==> src/rtl/rggen_native_cmd_bridge.sv <==
// Command-stream master for the rggen native CSR bus: buffers commands, issues them one at a time.
// Optional watchdog: define RGGEN_NATIVE_CMD_BRIDGE_TIMEOUT_EN to abort REQ after TIMEOUT_CYCLES.
module rggen_native_cmd_bridge #(
  parameter int ADDRESS_WIDTH  = 8,
  parameter int BUS_WIDTH      = 32,
  parameter int STROBE_WIDTH   = BUS_WIDTH / 8,
  parameter int CMD_DEPTH      = 4,
  parameter int TIMEOUT_CYCLES = 256
) (
  input  logic                     i_clk,
  input  logic                     i_rst_n,
  input  logic                     i_cmd_valid,
  output logic                     o_cmd_ready,
  input  logic                     i_cmd_write,
  input  logic [ADDRESS_WIDTH-1:0] i_cmd_address,
  input  logic [BUS_WIDTH-1:0]     i_cmd_write_data,
  input  logic [STROBE_WIDTH-1:0]  i_cmd_strobe,
  output logic                     o_csrbus_valid,
  output logic [1:0]               o_csrbus_access,
  output logic [ADDRESS_WIDTH-1:0] o_csrbus_address,
  output logic [BUS_WIDTH-1:0]     o_csrbus_write_data,
  output logic [STROBE_WIDTH-1:0]  o_csrbus_strobe,
  input  logic                     i_csrbus_ready,
  input  logic [1:0]               i_csrbus_status,
  input  logic [BUS_WIDTH-1:0]     i_csrbus_read_data,
  output logic                     o_rsp_valid,
  input  logic                     i_rsp_ready,
  output logic [1:0]               o_rsp_status,
  output logic [BUS_WIDTH-1:0]     o_rsp_read_data
);
  localparam int PW = $clog2(CMD_DEPTH);

  typedef struct packed {
    logic                     write;
    logic [ADDRESS_WIDTH-1:0] address;
    logic [BUS_WIDTH-1:0]     data;
    logic [STROBE_WIDTH-1:0]  strobe;
  } cmd_t;

  typedef enum logic [1:0] {IDLE, REQ, RSP} state_t;

  cmd_t        mem [CMD_DEPTH];
  cmd_t        head;
  logic [PW:0] wr_ptr, rd_ptr;
  logic        empty, full, push, pop;
  state_t      state;
  logic        loaded;

  // Extra pointer bit separates full from empty when the indices match.
  assign empty       = (wr_ptr == rd_ptr);
  assign full        = (wr_ptr[PW] != rd_ptr[PW]) && (wr_ptr[PW-1:0] == rd_ptr[PW-1:0]);
  assign o_cmd_ready = !full;
  assign push        = i_cmd_valid && !full;
  assign head        = mem[rd_ptr[PW-1:0]];

  always_comb begin
    pop = 1'b0;
    if (!empty) begin
      if (state == IDLE)     pop = !loaded;
      else if (state == RSP) pop = i_rsp_ready;
    end
  end

  always_ff @(posedge i_clk) begin
    if (push) mem[wr_ptr[PW-1:0]] <= {i_cmd_write, i_cmd_address, i_cmd_write_data, i_cmd_strobe};
  end

  always_ff @(posedge i_clk or negedge i_rst_n) begin
    if (!i_rst_n) begin
      wr_ptr <= '0;
      rd_ptr <= '0;
    end else begin
      if (push) wr_ptr <= wr_ptr + 1'b1;
      if (pop)  rd_ptr <= rd_ptr + 1'b1;
    end
  end

`ifdef RGGEN_NATIVE_CMD_BRIDGE_TIMEOUT_EN
  localparam int            CW      = $clog2(TIMEOUT_CYCLES);
  localparam logic [CW-1:0] TO_LAST = CW'(TIMEOUT_CYCLES - 1);
  logic [CW-1:0] cnt;
`else
  localparam int unused_timeout = TIMEOUT_CYCLES;
`endif

  // From IDLE the popped head sits one cycle in the request registers before valid rises.
  always_ff @(posedge i_clk or negedge i_rst_n) begin
    if (!i_rst_n) begin
      state               <= IDLE;
      loaded              <= 1'b0;
      o_csrbus_valid      <= 1'b0;
      o_csrbus_access     <= 2'b10;
      o_csrbus_address    <= '0;
      o_csrbus_write_data <= '0;
      o_csrbus_strobe     <= '0;
      o_rsp_valid         <= 1'b0;
      o_rsp_status        <= '0;
      o_rsp_read_data     <= '0;
`ifdef RGGEN_NATIVE_CMD_BRIDGE_TIMEOUT_EN
      cnt                 <= '0;
`endif
    end else begin
      if (pop) begin
        o_csrbus_access     <= {1'b1, head.write};
        o_csrbus_address    <= head.address;
        o_csrbus_write_data <= head.data;
        o_csrbus_strobe     <= head.strobe;
      end
      case (state)
        IDLE: begin
          if (loaded) begin
            loaded         <= 1'b0;
            state          <= REQ;
            o_csrbus_valid <= 1'b1;
`ifdef RGGEN_NATIVE_CMD_BRIDGE_TIMEOUT_EN
            cnt            <= '0;
`endif
          end else if (pop) begin
            loaded <= 1'b1;
          end
        end
        REQ: begin
          if (i_csrbus_ready) begin
            o_csrbus_valid  <= 1'b0;
            o_rsp_valid     <= 1'b1;
            o_rsp_status    <= i_csrbus_status;
            o_rsp_read_data <= o_csrbus_access[0] ? '0 : i_csrbus_read_data;
            state           <= RSP;
          end
`ifdef RGGEN_NATIVE_CMD_BRIDGE_TIMEOUT_EN
          else if (cnt == TO_LAST) begin
            o_csrbus_valid  <= 1'b0;
            o_rsp_valid     <= 1'b1;
            o_rsp_status    <= 2'b10;
            o_rsp_read_data <= '0;
            state           <= RSP;
          end else begin
            cnt <= cnt + 1'b1;
          end
`endif
        end
        RSP: begin
          if (i_rsp_ready) begin
            o_rsp_valid <= 1'b0;
            if (pop) begin
              state          <= REQ;
              o_csrbus_valid <= 1'b1;
`ifdef RGGEN_NATIVE_CMD_BRIDGE_TIMEOUT_EN
              cnt            <= '0;
`endif
            end else begin
              state <= IDLE;
            end
          end
        end
        default: state <= IDLE;
      endcase
    end
  end
endmodule

==> config.mk <==
export PLATFORM = sky130hd
export DESIGN_NAME = rggen_native_cmd_bridge
export DESIGN_NICKNAME = d
export VERILOG_FILES = /design/src/rtl/rggen_native_cmd_bridge.sv
export SDC_FILE = /design/constraint.sdc
export NUM_CORES = 1
export LEC_CHECK = 0
export BUFFER_PORTS_ARGS = -buffer_cell sky130_fd_sc_hd__buf_4
export CORE_UTILIZATION = 30
export CTS_CLUSTER_SIZE = 25
export DETAILED_ROUTE_END_ITERATION = 12
export PLACE_DENSITY = 0.45
export SLEW_MARGIN = 5
export SYNTH_ARGS = -nofsm -noshare
export SYNTH_HDL_FRONTEND = slang
export SYNTH_SLANG_ARGS = --single-unit
==> constraint.sdc <==
create_clock -name i_clk -period 3.9 [get_ports i_clk]
set_clock_uncertainty 0.2 [all_clocks]
set_input_delay 0.39 -clock i_clk [delete_from_list [all_inputs] [get_ports i_clk]]
set_output_delay 0.39 -clock i_clk [all_outputs]
set_load 0.01 [all_outputs]
* After elaboration in Yosys (flattened, before gate mapping) *
Memory sizes are Yosys's and may differ from the RTL's. A register that Yosys moved wholly into a read port is not among the register bits.
Cells that the tools add are included.
Widths: inputs -> output; s select.

operators by class
  reductions and logical operators = 12
  multiplexer cells = 21
  add/subtract/negate cells = 2
  equal/unequal tests = 9

operators with widths
  operator             number
  $mux 32              1
  $mux 1               14
  $ne 2x2->1 const B   4
  $add 3x1->3 const B  2
  $mux 2               3
  $pmux 2 s3           1
  $reduce_and 3->1     2
  $reduce_and 5->1     1
  $eq 3x3->1           1
  $logic_not 1->1      3
  $pmux 1 s3           1
  $reduce_bool 3->1    1
  $eq 2x1->1 const B   1
  $eq 2x2->1           1
  $eq 2x2->1 const B   1
  $logic_and 1x1->1    2
  $logic_not 2->1      1
  $pmux 1 s2           1
  $reduce_and 2->1     1
  $reduce_bool 2->1    1
  $ne 1x1->1           1

storage, ports and cells
  bits in writable memories = 180
  memories kept = 1
  input port bits = 84
  register bits = 45
  logic and storage cells = 53
  output and inout port bits = 83

memory list
  name  depth  bits a word  read ports  clocked after Yosys merged registers in  write ports  RTL line  text
  mem   4      45           1           1                                        1            42        cmd_t mem [CMD_DEPTH];

* Longest topological paths before layout *
Gate-level depths: netlist of run 1.

  depth after elaboration = 7
  mapped depth = 7

* Least setup slack after synthesis of run 1 *
Ideal clock, no wire load.

  path type = register to register
  from = register wr_ptr[0]
  to = memory mem[3][0] (netlist name), enable pin
  setup time = 0.409 ns
  data arrival time = 2.017 ns
  required time = 3.291 ns
  slack = 1.274 ns
  stages on the path, launching flop included = 4
  path buffers = 0
  cells stage by stage = dfrtp_1 > xnor2_1 > nand3_1 > and3_1

between the ends
  cells in the longest elaborated chain, start to end = 6

RTL lines
  item                          RTL line  text
  from (decl)                   44        logic [PW:0] wr_ptr, rd_ptr;
  from (signal assigned)        73        if (push) wr_ptr <= wr_ptr + 1'b1;
  $eq 2x2->1                    51        assign full = (wr_ptr[PW] != rd_ptr[PW]) && (wr_ptr[PW-1:0] == rd_ptr[PW-1:0]);
  $logic_and 1x1->1             51
  $logic_not 1->1               -
  net o_cmd_ready               13        output logic o_cmd_ready,
  $logic_and 1x1->1             53        assign push = i_cmd_valid && !full;
  $mux 1                        65        if (push) mem[wr_ptr[PW-1:0]] <= {i_cmd_write, i_cmd_address, i_cmd_write_data, i_cmd_strobe};
  $mux 1 (not written as such)  65
  to (decl)                     42

The timed path passes the listed nets, and every way through them passes these cells.

* Worst setup path after layout of run 1 *
  from = register state[1]
  to = register o_csrbus_write_data[12] (read register of mem)

between the ends
  cells in the longest elaborated chain, start to end = 4

RTL lines
  item                    RTL line  text
  from (decl)             46        state_t state;
  from (signal assigned)  89        state <= IDLE;
  from (signal assigned)  113       state <= REQ;
  from (signal assigned)  128       state <= RSP;
  $eq 2x2->1              60        else if (state == RSP) pop = i_rsp_ready;
  $mux 1                  60
  $mux 1 *                59        if (state == IDLE) pop = !loaded;
  $mux 1 *                58        if (!empty) begin
  to (decl)               21        output logic [BUS_WIDTH-1:0] o_csrbus_write_data,

Every way passes the cells marked *; elsewhere a longest branch is shown, timed or not.
A chain may end at the register's enable or synchronous reset.

==> run metrics, run 1 <==
RSZ-0062 raised after global routing false; Synth Area in Compound Gates ~2.1%; # clock sinks 270; Synth Instances roughly 530; GP Congestion between 0.7 and 0.8; CTS H-Tree Depth 1; Final WS setup roughly 1400 ps; Slew @ Worst Pin ~1000 ps; Seq/Total Area, Yosys ~73%; Vias 5577; Hold Buf Count CTS 83; IO Count around 170; Yosys reg bits 270; DRC Markers 0; CP endpoint kind flop; CP Launch Type flop; Post CTS Setup Buffer Count 0; max_cap viols 0; CP Class flop to flop; DR vias/cell between 4 and 5; dpl hpwl roughly 13 mm; Post-Syn Area around 10000 µm²; Die W 188.7 µm; post_cts resized 0; most frequent cells in the layout 180 x edfxtp_1, 174 x buf_4, 88 x dfrtp_1; GRT Resource Usage Total 12.86%; Max Clk Rate slightly below 400 MHz; layout cells sized above 1 between 30 and 40%; initial DRC count 250; WP data required between 4000 and 5000 ps; final setup TNS 0 ps; largest net degree at the start of global routing 68; Max Root-Sink Buffers 3; Antenna Nets Post-Route 0; CP arrival ~2800 ps; worst-path maximum fanout 47; CTS root buf clkbuf_16; Initial Util between 30 and 40%; DIE HEIGHT around 190 µm; xor and xnor area share after synthesis 0.5864%; final max-slew violation count 0; final hold viol count 0; DP Worst Slack between 1000 and 1500 ps; placed cells about 1.1k; final wirelength between 20 and 25 mm; clk slew on worst S/H paths ~60 ps; leakage between 5 and 6 nW; first-pass detailed-route iteration total 5; Finished Layout Cells 1274; simple logic cell fraction of the synthesized area between 4 and 5%; PD cells 782.5 nW/µm²; Synth Area in Adders 0.5984%; CTS tree built; port bufs around 170; Worst slew margin between 30% and 40%; vias in the first global route between 5k and 6k; status completed; syn nets approximately 620; area grow syn2layout 32.92%; first-pass GRT wire length approximately 35 mm; Netlist cell types 32; grt ovf 0; final period utilization around two thirds; wire length per cell around 18 µm; commonest non-fill, non-tap cell in the layout edfxtp_1; worst hold path type input pin to async pin; syn avg cell area roughly 20 µm²; Final min period ~2500 ps; antenna violations before repair 2; Peak supply drop around 0.62 mV; latest clock arrival within the worst-skew pair between 500 and 600 ps; mux share of post-synthesis cell area between 15 and 20%; die outline area 35600 µm²; Syn. warnings 0; Core ar. approximately 34000 µm²; total CTS buffers 30; largest family of logic cells by synthesized area multiplexers; cell row count 68; final net count between 800 and 900; final setup fails 0
[kinds of logic after synthesis]
kind of cell             count (synthesis)
AO/OA/AOI/OAI                           43
XOR/XNOR                                 7
adder cells (fa/ha/maj)                  5
buffers and inverters                   32
flip-flops                             270
multiplexers                            94
other                                    1
AND/OR/NAND/NOR                         81
[per-stage QoR]
step	hold WS, ps	util, %	cell area (µm²)	power [W]
detailed placement	245.7	35.13	12100	0.008281
floorplan	-105.6	-	10460	0.006992
global route	227.1	40.33	13900	0.01152
global placement	237.2	35.13	12100	0.008193
CTS	202.9	40.32	13890	0.01111
finish	187.3	40.33	13900	0.01088
[Yosys cell counts]
library cell  number  area, µm²
nor2b_1            1      6.260
nand3b_4           2      40.04
and3_1             4      25.02
xnor2_1            5      43.79
clkbuf_1           9      33.78
edfxtp_1         180       5405
buf_4              1      7.510
nand2b_1          33      206.5
nand4b_1           1      8.760
ha_1               5      62.56
a311oi_1           1      8.760
mux2_2            19      214.0
buf_2              4      20.02
xor2_1             2      17.52
a21oi_2            1      8.760
nand3_1            1      5.000
nand2_1           36      135.1
a21oi_1            2      10.01
or3b_2             1      8.760
mux4_1            19      499.2
buf_1              3      11.26
mux4_2            26      585.6
conb_1             1      3.750
dfrtp_1           90       2252
mux2_4            30      450.4
buf_12             4      80.08
nor3_1             1      5.000
inv_1              4      15.01
or2_2              1      6.260
buf_6              5      56.30
o21ai_0           39      195.2
clkbuf_8           2      27.53
[worst max-delay path: stages, from the launching register on]
cell,delay [ps]
dfrtp_1,490
nor2b_1,110
a21oi_2,210
nand3b_4,790
mux2_4,590
[power by group]
group | total (W) | switching, W | internal, W
clock network | 0.00270 | 0.00109 | 0.00161
registers | 0.00444 | 0.000435 | 0.00400
logic | 0.00374 | 0.00171 | 0.00203
[sequential cells by signal (all words and copies together) (netlist names), 2 cells and up]
signal / flops
o_csrbus_write_data: 32
mem: 180
rd_ptr: 3
o_rsp_read_data: 32
o_csrbus_address: 8
o_rsp_status: 2
o_csrbus_strobe: 4
state: 2
wr_ptr: 3
[final timing paths]
| kind | startpoint | to | slack [ps] | depth (start not counted) |
|---|---|---|---|---|
| max in group asynchronous | i_rst_n | o_csrbus_write_data[24]$_DFFE_PN0P_ | 2410 | 3 |
| hold reg to reg | o_rsp_read_data[19]$_DFFE_PN0P_ | o_rsp_read_data[19]$_DFFE_PN0P_ | 280 | 2 |
| setup reg to reg | state[1]$_DFFE_PN0P_ | o_csrbus_write_data[12]$_DFFE_PN0P_ | 1360 | 4 |
| setup / recovery | state[1]$_DFFE_PN0P_ | o_csrbus_write_data[12]$_DFFE_PN0P_ | 1360 | 4 |
| min in group i_clk | o_rsp_read_data[19]$_DFFE_PN0P_ | o_rsp_read_data[19]$_DFFE_PN0P_ | 280 | 2 |
| hold / removal | i_rst_n | o_csrbus_address[6]$_DFFE_PN0P_ | 190 | 2 |
[layout make-up]
type | instances | area, µm²
clock inverters | 12 | 85.08
repair buffers | 257 | 2137
diodes | 1 | 2.502
fillers | 3158 | 20560
clock buffers | 44 | 874.6
flip-flops and latches | 270 | 7662
inverters | 4 | 15.01
well taps | 455 | 569.3
multi-input cells | 231 | 2551
[metal layers]
layer / global-route usage (%) / part of all wire [%] / vias to the layer above
met4: 2.916 / 1.3 / 2
met1: 17.02 / 45 / 2796
met2: 21.49 / 47 / 171
met3: 2.868 / 6.2 / 29
li1: - / - / 2579
met5: 0 / 0.057 / -
No activity file was read; power rests on OpenSTA's default activity.
==> inputs of run 2 (changes only) <==
--- a/config.mk
+++ b/config.mk
@@ -9,7 +9,7 @@
 export CORE_UTILIZATION = 30
 export CTS_CLUSTER_SIZE = 25
 export DETAILED_ROUTE_END_ITERATION = 12
-export PLACE_DENSITY = 0.45
+export PLACE_DENSITY = 0.46
 export SLEW_MARGIN = 5
 export SYNTH_ARGS = -nofsm -noshare
 export SYNTH_HDL_FRONTEND = slang
==> constraint.sdc (replaced) <==
create_clock -name i_clk -period 2.27 [get_ports i_clk]
set_clock_uncertainty 0.2 [all_clocks]
set_input_delay 0.227 -clock i_clk [delete_from_list [all_inputs] [get_ports i_clk]]
set_output_delay 0.227 -clock i_clk [all_outputs]
set_load 0.01 [all_outputs]
==> run 2 against run 1 <==
- non-clock buffer count increased by 8
- largest power group unchanged
- largest cell class unchanged
- sequential power increased by 72%
- register-to-register slack got worse by 1100 ps
==> run metrics, run 2 (same netlist as run 1, synthesis figures left out) <==
status completed (unchanged); layout cells sized above 1 38.62% (was 37.41%); crit-path cells xnor2_2, nand3_1, buf_4 (was nor2b_1, a21oi_2, nand3b_4, mux2_4); first-pass detailed-route iteration total 4 (was 5); final setup fails 0 (unchanged); Vias 5639 (was 5577); CP max stage delay 500 ps (was 790 ps); multi-input logic area 2566 µm² (was 2551 µm²); CTS H-Tree Depth 1 (unchanged); Register Area 7662 µm² (unchanged); Largest delay share family, worst path flip-flops (was simple AND/OR/NAND/NOR gates); Initial Util 30.34% (unchanged); WP data required 1840 ps (was 4120 ps); CTS tree built (unchanged); fill cell count 3088 (was 3158); # clock sinks 270 (unchanged); final period utilization around 94%; Worst slew margin 43.14% (was 31.45%); final net count 891 (was 883); latest clock arrival within the worst-skew pair 550 ps (was 540 ps); CP Buf/Inv Count 1 (was 0); Largest register FFs 180 (unchanged); Core ar. 34460 µm² (unchanged); max_cap viols 0 (unchanged); uppermost routed layer met4 (was met5); worst hold path type input pin to async pin (unchanged); met3 wire len 1.227 mm (was 1.408 mm); antenna violations before repair 2 (unchanged); RSZ-0062 raised after global routing false (unchanged); commonest non-fill, non-tap cell in the layout edfxtp_1 (unchanged); Critical Path Slowest Stage Cell dfrtp_4 (was nand3b_4); grt ovf 0 (unchanged); clk slew on worst S/H paths 60 ps (about the same); dpl hpwl 13.86 mm (was 13.48 mm); port bufs 165 (unchanged); Peak supply drop 0.7276 mV (was 0.6189 mV); final wirelength 22.85 mm (was 22.82 mm); CP Class flop to primary output (was flop to flop); wire length per cell 17.81 µm (was 17.91 µm); Slew @ Worst Pin 852.9 ps (was 1028 ps); die outline area 35600 µm² (unchanged); total CTS buffers 30 (unchanged); CP arrival 1700 ps (was 2760 ps); Final min period roughly 2100 ps; met2 wire len 10.55 mm (was 10.84 mm); GP Congestion 0.7727 (was 0.7769); final max-slew violation count 0 (unchanged); DIE HEIGHT 188.7 µm (unchanged); most frequent cells in the layout 180 x edfxtp_1, 172 x buf_4, 88 x dfrtp_1 (was 180 x edfxtp_1, 174 x buf_4, 88 x dfrtp_1); initial DRC count 291 (was 250); worst-path maximum fanout 6 (was 47); CTS root buf clkbuf_16 (unchanged); IO Count 167 (unchanged); first-pass GRT wire length 35.39 mm (was 35.05 mm); Post CTS Setup Buffer Count 0 (unchanged); crit path launch rd_ptr[0]$_DFFE_PN0P_ (was state[1]$_DFFE_PN0P_); GRT Resource Usage Total 12.90% (was 12.86%); DRC Markers 0 (unchanged); DR vias/cell 4.395 (was 4.378); CP Launch Type flop (unchanged); area grow syn2layout 35.46% (was 32.92%); PD cells 1355 nW/µm² (was 782.5 nW/µm²); CP endpoint kind primary output (was flop); cell row count 68 (unchanged); Die W 188.7 µm (unchanged); Max Root-Sink Buffers 3 (unchanged); hold slack 6.355 ps (was 187.3 ps); met1 wire length 10.50 mm (was 10.25 mm); Max Clk Rate ~470 MHz; final setup TNS 0 ps (unchanged); final hold viol count 0 (unchanged); Antenna Nets Post-Route 0 (unchanged); leakage 5.581 nW (was 5.472 nW); vias in the first global route 6019 (was 5950); largest net degree at the start of global routing 48 (was 68); r2r startpoint rd_ptr[0]$_DFFE_PN0P_ (was state[1]$_DFFE_PN0P_)
-- run 2: changes by cell type in the layout (fill, tap and decap cells not counted), moves of 2 or more --
cell,change
clkinv_2,-3
xnor2_2,+2
clkinvlp_4,+2
buf_12,+10
xnor2_1,-2
buf_4,-2
bufinv_16,+2
clkbuf_1,-3
-- run 2: repair_timing --
item                                    CTS  global route
hold endpoints to repair                311             0
gates resized for setup                   0             2
hold buffers                             83             0
endpoints found under the setup margin    0             1
-- run 2: worst paths after layout --
path	slack, ps	endpoint	depth (start not counted)
max	140	o_cmd_ready	3
min	6	o_rsp_read_data[19]$_DFFE_PN0P_	2
max reg2reg	240	o_csrbus_write_data[0]$_DFFE_PN0P_	3
min reg2reg	280	o_rsp_read_data[23]$_DFFE_PN0P_	2
max in group asynchronous	1100	o_rsp_read_data[14]$_DFFE_PN0P_	3
min in group i_clk	210	mem[0][33]$_DFFE_PP_	2
-- run 2: per-layer routing --
metal,track usage [%],up-vias
met4,3.598,0
met1,17.21,2824
met2,21.20,175
met3,2.757,36
met5,0,-
li1,-,2604
-- run 2: layout make-up --
type | count | area share, %
diodes | 2 | 0.03534
inverters | 4 | 0.1060
repair buffers | 265 | 16.40
flip-flops and latches | 270 | 54.10
clock buffers | 41 | 6.016
well taps | 455 | 4.020
clock inverters | 15 | 1.202
multi-input cells | 231 | 18.12
-- run 2: report_power, final --
group | total (W) | internal (W) | switching, W
registers | 0.00764 | 0.00687 | 0.000765
logic | 0.00666 | 0.00371 | 0.00296
clock network | 0.00489 | 0.00296 | 0.00193
-- run 2: per-stage QoR --
| step | cells | worst slack (ps) | util [%] | area [µm²] | total power, W |
|---|---|---|---|---|---|
| floorplan | 533 | 142.8 | - | 10460 | 0.01200 |
| global placement | 1142 | 165.1 | 35.66 | 12290 | 0.01429 |
| detailed placement | 1142 | 180.4 | 35.66 | 12290 | 0.01444 |
| CTS | 1281 | 12.01 | 41.04 | 14140 | 0.01955 |
| global route | 1283 | 4.246 | 41.10 | 14160 | 0.02027 |
| finish | 1283 | 141.6 | 41.10 | 14160 | 0.01919 |
-- run 2: worst reg2reg max path: cells and delay by family (launching register included) --
family   cells  cell delay (ps)
mux          2              930
flops        1              440
buf+inv      1              360
